**config.mk**
```make
export PLATFORM = sky130hd
export DESIGN_NAME = reg_spill_unit_flat
export DESIGN_NICKNAME = d
export VERILOG_FILES = /design/src/rtl/reg_spill_unit_pkg.sv /design/src/rtl/reg_spill_unit_if.sv /design/src/rtl/reg_spill_unit.sv /design/src/flat_wrapper.sv
export SDC_FILE = /design/constraint.sdc
export NUM_CORES = 1
export LEC_CHECK = 0
export CAP_MARGIN = 15
export CORE_ASPECT_RATIO = 0.6
export CORE_MARGIN = 4
export CORE_UTILIZATION = 33
export CTS_CLUSTER_SIZE = 28
export DETAILED_ROUTE_END_ITERATION = 8
export MAX_ROUTING_LAYER = met4
export PLACE_DENSITY = 0.68
export SYNTH_ARGS = -nofsm -noshare
export SYNTH_HDL_FRONTEND = slang
export SYNTH_SLANG_ARGS = --single-unit
```
**constraint.sdc**
```tcl
create_clock -name clk -period 3.3 [get_ports clk]
set_input_delay 0.66 -clock clk [delete_from_list [all_inputs] [get_ports clk]]
set_output_delay 0.66 -clock clk [all_outputs]
set_load 0.05 [all_outputs]
```
**src/rtl/reg_spill_unit_pkg.sv**
```systemverilog
// Shared constants and the state type for the register spill/fill engine.
package reg_spill_unit_pkg;

  localparam int DEF_NUM_REGS    = 8;
  localparam int DEF_SEL_W       = 3;
  localparam int DEF_ADDR_STRIDE = 2;
  localparam int DATA_W          = 16;
  localparam int ADDR_W          = 16;

  typedef enum logic [2:0] {
    ST_IDLE,
    ST_SV_RD,
    ST_SV_CAP,
    ST_SV_MEM,
    ST_RS_MEM,
    ST_RS_WR,
    ST_FIN
  } state_e;

endpackage

```
**src/rtl/reg_spill_unit_if.sv**
```systemverilog
// Start/status, register-file and memory signals of the spill unit in one bundle.
interface reg_spill_unit_if #(
  parameter int SEL_W = reg_spill_unit_pkg::DEF_SEL_W
);
  import reg_spill_unit_pkg::*;

  logic              start_save;
  logic              start_restore;
  logic [ADDR_W-1:0] base_addr;
  logic              busy;
  logic              done;

  logic              reg_en;
  logic              reg_wr_en;
  logic [SEL_W-1:0]  reg_sel;
  logic [DATA_W-1:0] reg_wdata;
  logic [DATA_W-1:0] reg_rdata;

  // mem_req is held with mem_we/mem_addr/mem_wdata stable until a rising
  // clock edge samples mem_ack=1; mem_ack is ignored while mem_req=0.
  logic              mem_req;
  logic              mem_we;
  logic [ADDR_W-1:0] mem_addr;
  logic [DATA_W-1:0] mem_wdata;
  logic [DATA_W-1:0] mem_rdata;
  logic              mem_ack;

  state_e            dbg_state;

  modport master (
    input  start_save, start_restore, base_addr, reg_rdata, mem_rdata, mem_ack,
    output busy, done, reg_en, reg_wr_en, reg_sel, reg_wdata,
    output mem_req, mem_we, mem_addr, mem_wdata, dbg_state
  );

  modport slave (
    output start_save, start_restore, base_addr, reg_rdata, mem_rdata, mem_ack,
    input  busy, done, reg_en, reg_wr_en, reg_sel, reg_wdata,
    input  mem_req, mem_we, mem_addr, mem_wdata, dbg_state
  );

endinterface

```
**src/rtl/reg_spill_unit.sv**
```systemverilog
// Context save/restore engine: spills r0..NUM_REGS-1 to memory at base_addr or reloads them.
module reg_spill_unit #(
  parameter int NUM_REGS    = reg_spill_unit_pkg::DEF_NUM_REGS,
  parameter int SEL_W       = reg_spill_unit_pkg::DEF_SEL_W,
  parameter int ADDR_STRIDE = reg_spill_unit_pkg::DEF_ADDR_STRIDE
) (
  input logic            clk,
  input logic            rst,
  reg_spill_unit_if.master bus
);
  import reg_spill_unit_pkg::*;

  localparam logic [SEL_W-1:0]  LAST_IDX = SEL_W'(NUM_REGS - 1);
  localparam logic [ADDR_W-1:0] STRIDE   = ADDR_W'(ADDR_STRIDE);

  state_e            state_q;
  logic [SEL_W-1:0]  idx_q;
  logic [ADDR_W-1:0] addr_q;
  logic              busy_q, done_q, reg_en_q, reg_wr_en_q, mem_req_q, mem_we_q;
  logic [SEL_W-1:0]  reg_sel_q;
  logic [DATA_W-1:0] reg_wdata_q, mem_wdata_q;
  logic [ADDR_W-1:0] mem_addr_q;

  logic              last_d;
  logic [SEL_W-1:0]  idx_d;
  logic [ADDR_W-1:0] addr_d;

  assign last_d = (idx_q == LAST_IDX);
  assign idx_d  = idx_q + SEL_W'(1);
  assign addr_d = addr_q + STRIDE;

  // All outputs are registered: each is set on the transition into the state that owns it.
  always_ff @(posedge clk) begin
    if (rst) begin
      state_q     <= ST_IDLE;
      idx_q       <= '0;
      addr_q      <= '0;
      busy_q      <= 1'b0;
      done_q      <= 1'b0;
      reg_en_q    <= 1'b0;
      reg_wr_en_q <= 1'b0;
      reg_sel_q   <= '0;
      reg_wdata_q <= '0;
      mem_req_q   <= 1'b0;
      mem_we_q    <= 1'b0;
      mem_addr_q  <= '0;
      mem_wdata_q <= '0;
    end else begin
      done_q      <= 1'b0;
      reg_en_q    <= 1'b0;
      reg_wr_en_q <= 1'b0;
      case (state_q)
        ST_IDLE: begin
          if (bus.start_save) begin
            addr_q    <= bus.base_addr;
            idx_q     <= '0;
            busy_q    <= 1'b1;
            reg_en_q  <= 1'b1;
            reg_sel_q <= '0;
            state_q   <= ST_SV_RD;
          end else if (bus.start_restore) begin
            addr_q     <= bus.base_addr;
            idx_q      <= '0;
            busy_q     <= 1'b1;
            mem_req_q  <= 1'b1;
            mem_we_q   <= 1'b0;
            mem_addr_q <= bus.base_addr;
            state_q    <= ST_RS_MEM;
          end
        end
        ST_SV_RD: state_q <= ST_SV_CAP;
        ST_SV_CAP: begin
          mem_wdata_q <= bus.reg_rdata;
          mem_addr_q  <= addr_q;
          mem_req_q   <= 1'b1;
          mem_we_q    <= 1'b1;
          state_q     <= ST_SV_MEM;
        end
        ST_SV_MEM: begin
          if (bus.mem_ack) begin
            mem_req_q <= 1'b0;
            if (last_d) begin
              busy_q  <= 1'b0;
              done_q  <= 1'b1;
              state_q <= ST_FIN;
            end else begin
              idx_q     <= idx_d;
              addr_q    <= addr_d;
              reg_en_q  <= 1'b1;
              reg_sel_q <= idx_d;
              state_q   <= ST_SV_RD;
            end
          end
        end
        ST_RS_MEM: begin
          if (bus.mem_ack) begin
            mem_req_q   <= 1'b0;
            reg_wdata_q <= bus.mem_rdata;
            reg_en_q    <= 1'b1;
            reg_wr_en_q <= 1'b1;
            reg_sel_q   <= idx_q;
            state_q     <= ST_RS_WR;
          end
        end
        ST_RS_WR: begin
          if (last_d) begin
            busy_q  <= 1'b0;
            done_q  <= 1'b1;
            state_q <= ST_FIN;
          end else begin
            idx_q      <= idx_d;
            addr_q     <= addr_d;
            mem_req_q  <= 1'b1;
            mem_we_q   <= 1'b0;
            mem_addr_q <= addr_d;
            state_q    <= ST_RS_MEM;
          end
        end
        ST_FIN:  state_q <= ST_IDLE;
        default: state_q <= ST_IDLE;
      endcase
    end
  end

  assign bus.busy      = busy_q;
  assign bus.done      = done_q;
  assign bus.reg_en    = reg_en_q;
  assign bus.reg_wr_en = reg_wr_en_q;
  assign bus.reg_sel   = reg_sel_q;
  assign bus.reg_wdata = reg_wdata_q;
  assign bus.mem_req   = mem_req_q;
  assign bus.mem_we    = mem_we_q;
  assign bus.mem_addr  = mem_addr_q;
  assign bus.mem_wdata = mem_wdata_q;
  assign bus.dbg_state = state_q;

endmodule

```
**src/flat_wrapper.sv**
```systemverilog
// flat-port wrapper written by rule: the top's interface ports become plain ports
module reg_spill_unit_flat import reg_spill_unit_pkg::*;
#(
  parameter int NUM_REGS    = reg_spill_unit_pkg::DEF_NUM_REGS,
  parameter int SEL_W       = reg_spill_unit_pkg::DEF_SEL_W,
  parameter int ADDR_STRIDE = reg_spill_unit_pkg::DEF_ADDR_STRIDE
)
  (clk, rst, bus_start_save, bus_start_restore, bus_base_addr, bus_reg_rdata, bus_mem_rdata, bus_mem_ack, bus_busy, bus_done, bus_reg_en, bus_reg_wr_en, bus_reg_sel, bus_reg_wdata, bus_mem_req, bus_mem_we, bus_mem_addr, bus_mem_wdata, bus_dbg_state);
  reg_spill_unit_if #(.SEL_W(SEL_W)) bus_i ();
  input logic clk;
  input logic rst;
  input wire logic [$bits(bus_i.start_save)-1:0] bus_start_save;
  input wire logic [$bits(bus_i.start_restore)-1:0] bus_start_restore;
  input wire logic [$bits(bus_i.base_addr)-1:0] bus_base_addr;
  input wire logic [$bits(bus_i.reg_rdata)-1:0] bus_reg_rdata;
  input wire logic [$bits(bus_i.mem_rdata)-1:0] bus_mem_rdata;
  input wire logic [$bits(bus_i.mem_ack)-1:0] bus_mem_ack;
  output wire logic [$bits(bus_i.busy)-1:0] bus_busy;
  output wire logic [$bits(bus_i.done)-1:0] bus_done;
  output wire logic [$bits(bus_i.reg_en)-1:0] bus_reg_en;
  output wire logic [$bits(bus_i.reg_wr_en)-1:0] bus_reg_wr_en;
  output wire logic [$bits(bus_i.reg_sel)-1:0] bus_reg_sel;
  output wire logic [$bits(bus_i.reg_wdata)-1:0] bus_reg_wdata;
  output wire logic [$bits(bus_i.mem_req)-1:0] bus_mem_req;
  output wire logic [$bits(bus_i.mem_we)-1:0] bus_mem_we;
  output wire logic [$bits(bus_i.mem_addr)-1:0] bus_mem_addr;
  output wire logic [$bits(bus_i.mem_wdata)-1:0] bus_mem_wdata;
  output wire logic [$bits(bus_i.dbg_state)-1:0] bus_dbg_state;
  assign bus_i.start_save = bus_start_save;
  assign bus_i.start_restore = bus_start_restore;
  assign bus_i.base_addr = bus_base_addr;
  assign bus_i.reg_rdata = bus_reg_rdata;
  assign bus_i.mem_rdata = bus_mem_rdata;
  assign bus_i.mem_ack = bus_mem_ack;
  assign bus_busy = bus_i.busy;
  assign bus_done = bus_i.done;
  assign bus_reg_en = bus_i.reg_en;
  assign bus_reg_wr_en = bus_i.reg_wr_en;
  assign bus_reg_sel = bus_i.reg_sel;
  assign bus_reg_wdata = bus_i.reg_wdata;
  assign bus_mem_req = bus_i.mem_req;
  assign bus_mem_we = bus_i.mem_we;
  assign bus_mem_addr = bus_i.mem_addr;
  assign bus_mem_wdata = bus_i.mem_wdata;
  assign bus_dbg_state = bus_i.dbg_state;
  reg_spill_unit #(.NUM_REGS(NUM_REGS), .SEL_W(SEL_W), .ADDR_STRIDE(ADDR_STRIDE)) u_core (.clk(clk), .rst(rst), .bus(bus_i));
endmodule
```
==> qor.txt <==
CLOCK NETWORK
------------------------------------------------------------------------------------
Number of cells upsized or downsized after cts                                     0
Clock tree root buffer cell                                             sky130_fd_sc_hd__clkbuf_16
Number of clock sinks                                                             79
CTS tree                                                                         yes
Maximum level of the CTS H-tree                                                    3
Number of buffers created by CTS                                                   9
Clock-pin slew on the worst setup and hold paths                             0.06 ns
Number of buffers on the longest clock path                                        2
Number of buffers inserted by post-CTS setup repair                                0
Hold buffer count at CTS                                                           0
Worst skew pair latency                                                      0.34 ns

DETAILED ROUTING
------------------------------------------------------------------------------------
Post-detailed-route DRC marker count                                               0
ANT nets after route                                                               0
Via count                                                                      3,815
Total length of routed wires                                            11,300 microns
Average wire length per cell after detail routing                       15.1 microns
Vias per cell                                                                   5.10
Iteration count of the initial detailed-routing pass                               5
DRT iter0 DRCs                                                                   432

SYNTH
------------------------------------------------------------------------------------
Yosys warns                                                                        0
Cell taking the most area after synthesis                               sky130_fd_sc_hd__dfxtp_1
Leading post-synthesis cells by cell area                               sky130_fd_sc_hd__dfxtp_1 (41%), sky130_fd_sc_hd__nand2_1 (9.4%), sky130_fd_sc_hd__a21oi_1 (7.3%), sky130_fd_sc_hd__nor2_1 (5.1%), sky130_fd_sc_hd__a311oi_1 (2.7%)
Net count after synthesis                                                        548
Post-synthesis cell count                                                        490
Syn_area_per_cell                                                         7.81 sq um
Top-area cell type share of the netlist area                                   41.3%
Top flip-flop cell by instance count after synthesis                    sky130_fd_sc_hd__dfxtp_1
Share of the yosys chip area belonging to registers                            41.3%
Total standard cell area after synthesis                                  3830 sq um
Count of cell types in the netlist                                                49
Synth Register Bits                                                               79
Share of flip-flops with an asynchronous set or reset after synthesis             0%
EDFF count, synth                                                                  0

GRT
------------------------------------------------------------------------------------
First-pass GRT wire length                                              18,400 microns
Largest net degree at the start of global routing                                 40
Number of antenna violations at the first check in global routing                  0
Grt ovf                                                                            0
Tot GR Track Use                                                               17.1%
Number of global-route vias before repair                                      3,579

TIMING
------------------------------------------------------------------------------------
Final Hold Vio Count                                                               0
Relative slew slack                                                            30.9%
Time the worst path needs with I/O delays and setup                          2.71 ns
Count of final setup violators                                                     0
Fmax                                                                         369 MHz
Final clock period utilization by the worst path                               82.2%
Total negative slack for setup checks                                           0 ns
Post-route setup slack                                                      0.588 ns
RSZ-0062 raised after global routing                                           false
Clock Skews                                                               0.00507 ns
Tightest Pin Transition                                                      1.04 ns
Number of max-slew violations in the final report                                  0

POWER
------------------------------------------------------------------------------------
Power Density                                                            584 nW/um^2
Total power                                                                  3.12 mW
Lkg Pwr                                                                      1.91 nW
Max rail drop VDD                                                             290 uV

LAYOUT
------------------------------------------------------------------------------------
Fin util                                                                       47.3%
Area Overhead vs Synth                                                         39.7%
Final layout net count                                                           641
Share of cells above drive strength 1                                          6.97%
Filler-free cell count of the finished design                                    748
Most common library cell in the layout ignoring fill and taps           sky130_fd_sc_hd__clkdlybuf4s50_1
Leading cell types in the layout, fill and taps excluded                sky130_fd_sc_hd__clkdlybuf4s50_1 (111), sky130_fd_sc_hd__nand2_1 (96), sky130_fd_sc_hd__dfxtp_1 (79)
Ant. Diodes                                                                        0

FLOORPLANNING
------------------------------------------------------------------------------------
Die extent in y                                                         91.4 microns
Number of cell rows                                                               30
Boundary pin count                                                               113
Die Outline Area                                                        13,400 sq um
Starting density of the core                                                   33.9%
Placeable Area                                                          11,300 sq um
Die width                                                                147 microns

WORST HOLD PATH
------------------------------------------------------------------------------------
Worst min-delay path class                                              flip-flop to flip-flop

WORST SETUP PATH
------------------------------------------------------------------------------------
Crit path launch type                                                      flip-flop
Max incr delay on CP                                                         0.95 ns
CP Class                                                                flip-flop to output pin
Required @ worst endpoint                                                    2.64 ns
Largest driver fanout on the critical path                                        18
Standard cell with the maximum stage delay on the critical path         sky130_fd_sc_hd__clkdlybuf4s50_1
Cell Chain, Critical Path                                               clkdlybuf4s50_1
Crit path max-delay family                                              buffers and inverters
CP endpoint kind                                                          output pin
CP arrival                                                                   2.05 ns
Critical path buffer and inverter count                                            1

OUTCOME
------------------------------------------------------------------------------------
Run status                                                                 completed

PLACE
------------------------------------------------------------------------------------
Post-placement setup slack                                                  0.565 ns
Port-buffer cells                                                                112
Post-detailed-placement half-perimeter wirelength                       8240 microns
Placed Cells                                                                     732
GPL Wtd Cong                                                                   0.852

JOB
------------------------------------------------------------------------------------
Total of max-cap violations                                                        0

==> routing by layer <==
layer	up-vias	wire [microns]	track usage [%]
met5	-	0	-
met4	0	46	3.88
met3	4	941	4.89
met2	157	4760	23.9
met1	1747	5570	24.4
li1	1907	-	-
==> per-stage QoR <==
stage,hold WS (ns),instance area [sq um]
after floorplan,0.446,3830
after global placement,0.441,5030
after detailed placement,0.446,5030
after CTS,0.453,5340
after global routing,0.477,5340
final,0.451,5340
==> area by class of cell <==
type | count | area, sq um
Clock buffer | 11 | 253
Clock inverter | 5 | 56.3
Fill cell | 1093 | 5950
Inverter | 11 | 41.3
Multi-Input combinational cell | 360 | 2020
Sequential cell | 79 | 1580
Tap cell | 160 | 200
Timing Repair Buffer | 122 | 1190
==> kinds of logic (layout without fill, tap and decap cells) <==
family | after synthesis | in the layout | synth area share, %
fa+ha+maj | 5 | 5 | 1.64
buf+inv | 51 | 149 | 6.28
xor+xnor | 7 | 7 | 1.60
compound gates | 132 | 132 | 22.8
flops | 79 | 79 | 41.3
simple gates | 208 | 208 | 24.1
mux | 8 | 8 | 2.26
==> path summary, 6_finish.rpt <==
check                       endpoint  slack, ns                     from  depth (start not counted)
min reg2reg  u_core.bus.mem_wdata[1]       0.45  u_core.bus.mem_wdata[1]                          2
max                 bus_dbg_state[2]       0.59  u_core.bus.dbg_state[2]                          1
min          u_core.bus.mem_wdata[1]       0.45  u_core.bus.mem_wdata[1]                          2
max reg2reg   u_core.bus.mem_addr[4]       0.85  u_core.bus.dbg_state[2]                          4
==> power by group <==
part           switching (mW)  total [mW]  internal, mW
clock network           0.391        1.02         0.625
registers               0.118        1.18          1.06
logic                   0.580       0.927         0.348
==> worst reg2reg max path: cells and delay by family (launching register included) <==
family / cells / cell delay [ns]
compound gates: 2 / 0.69
flops: 1 / 0.76
simple gates: 2 / 0.86
==> registers in the layout, indices dropped and copies added, names as in the netlist <==
| signal | flops |
|---|---|
| u_core.addr_q | 16 |
| u_core.bus.busy | 1 |
| u_core.bus.dbg_state | 3 |
| u_core.bus.done | 1 |
| u_core.bus.mem_addr | 16 |
| u_core.bus.mem_req | 1 |
| u_core.bus.mem_wdata | 16 |
| u_core.bus.mem_we | 1 |
| u_core.bus.reg_en | 1 |
| u_core.bus.reg_sel | 3 |
| u_core.bus.reg_wdata | 16 |
| u_core.bus.reg_wr_en | 1 |
| u_core.idx_q | 3 |
==> synthesized netlist by cell type, drive strengths merged, types with 10 or more instances <==
cell type	n
dfxtp	79
nand2	96
clkbuf	20
buf	20
a22oi	11
nor3	10
inv	11
a21oi	58
a311oi	12
nand3	13
o21ai	16
nor2	52
No activity file was read; power rests on OpenSTA's default activity.
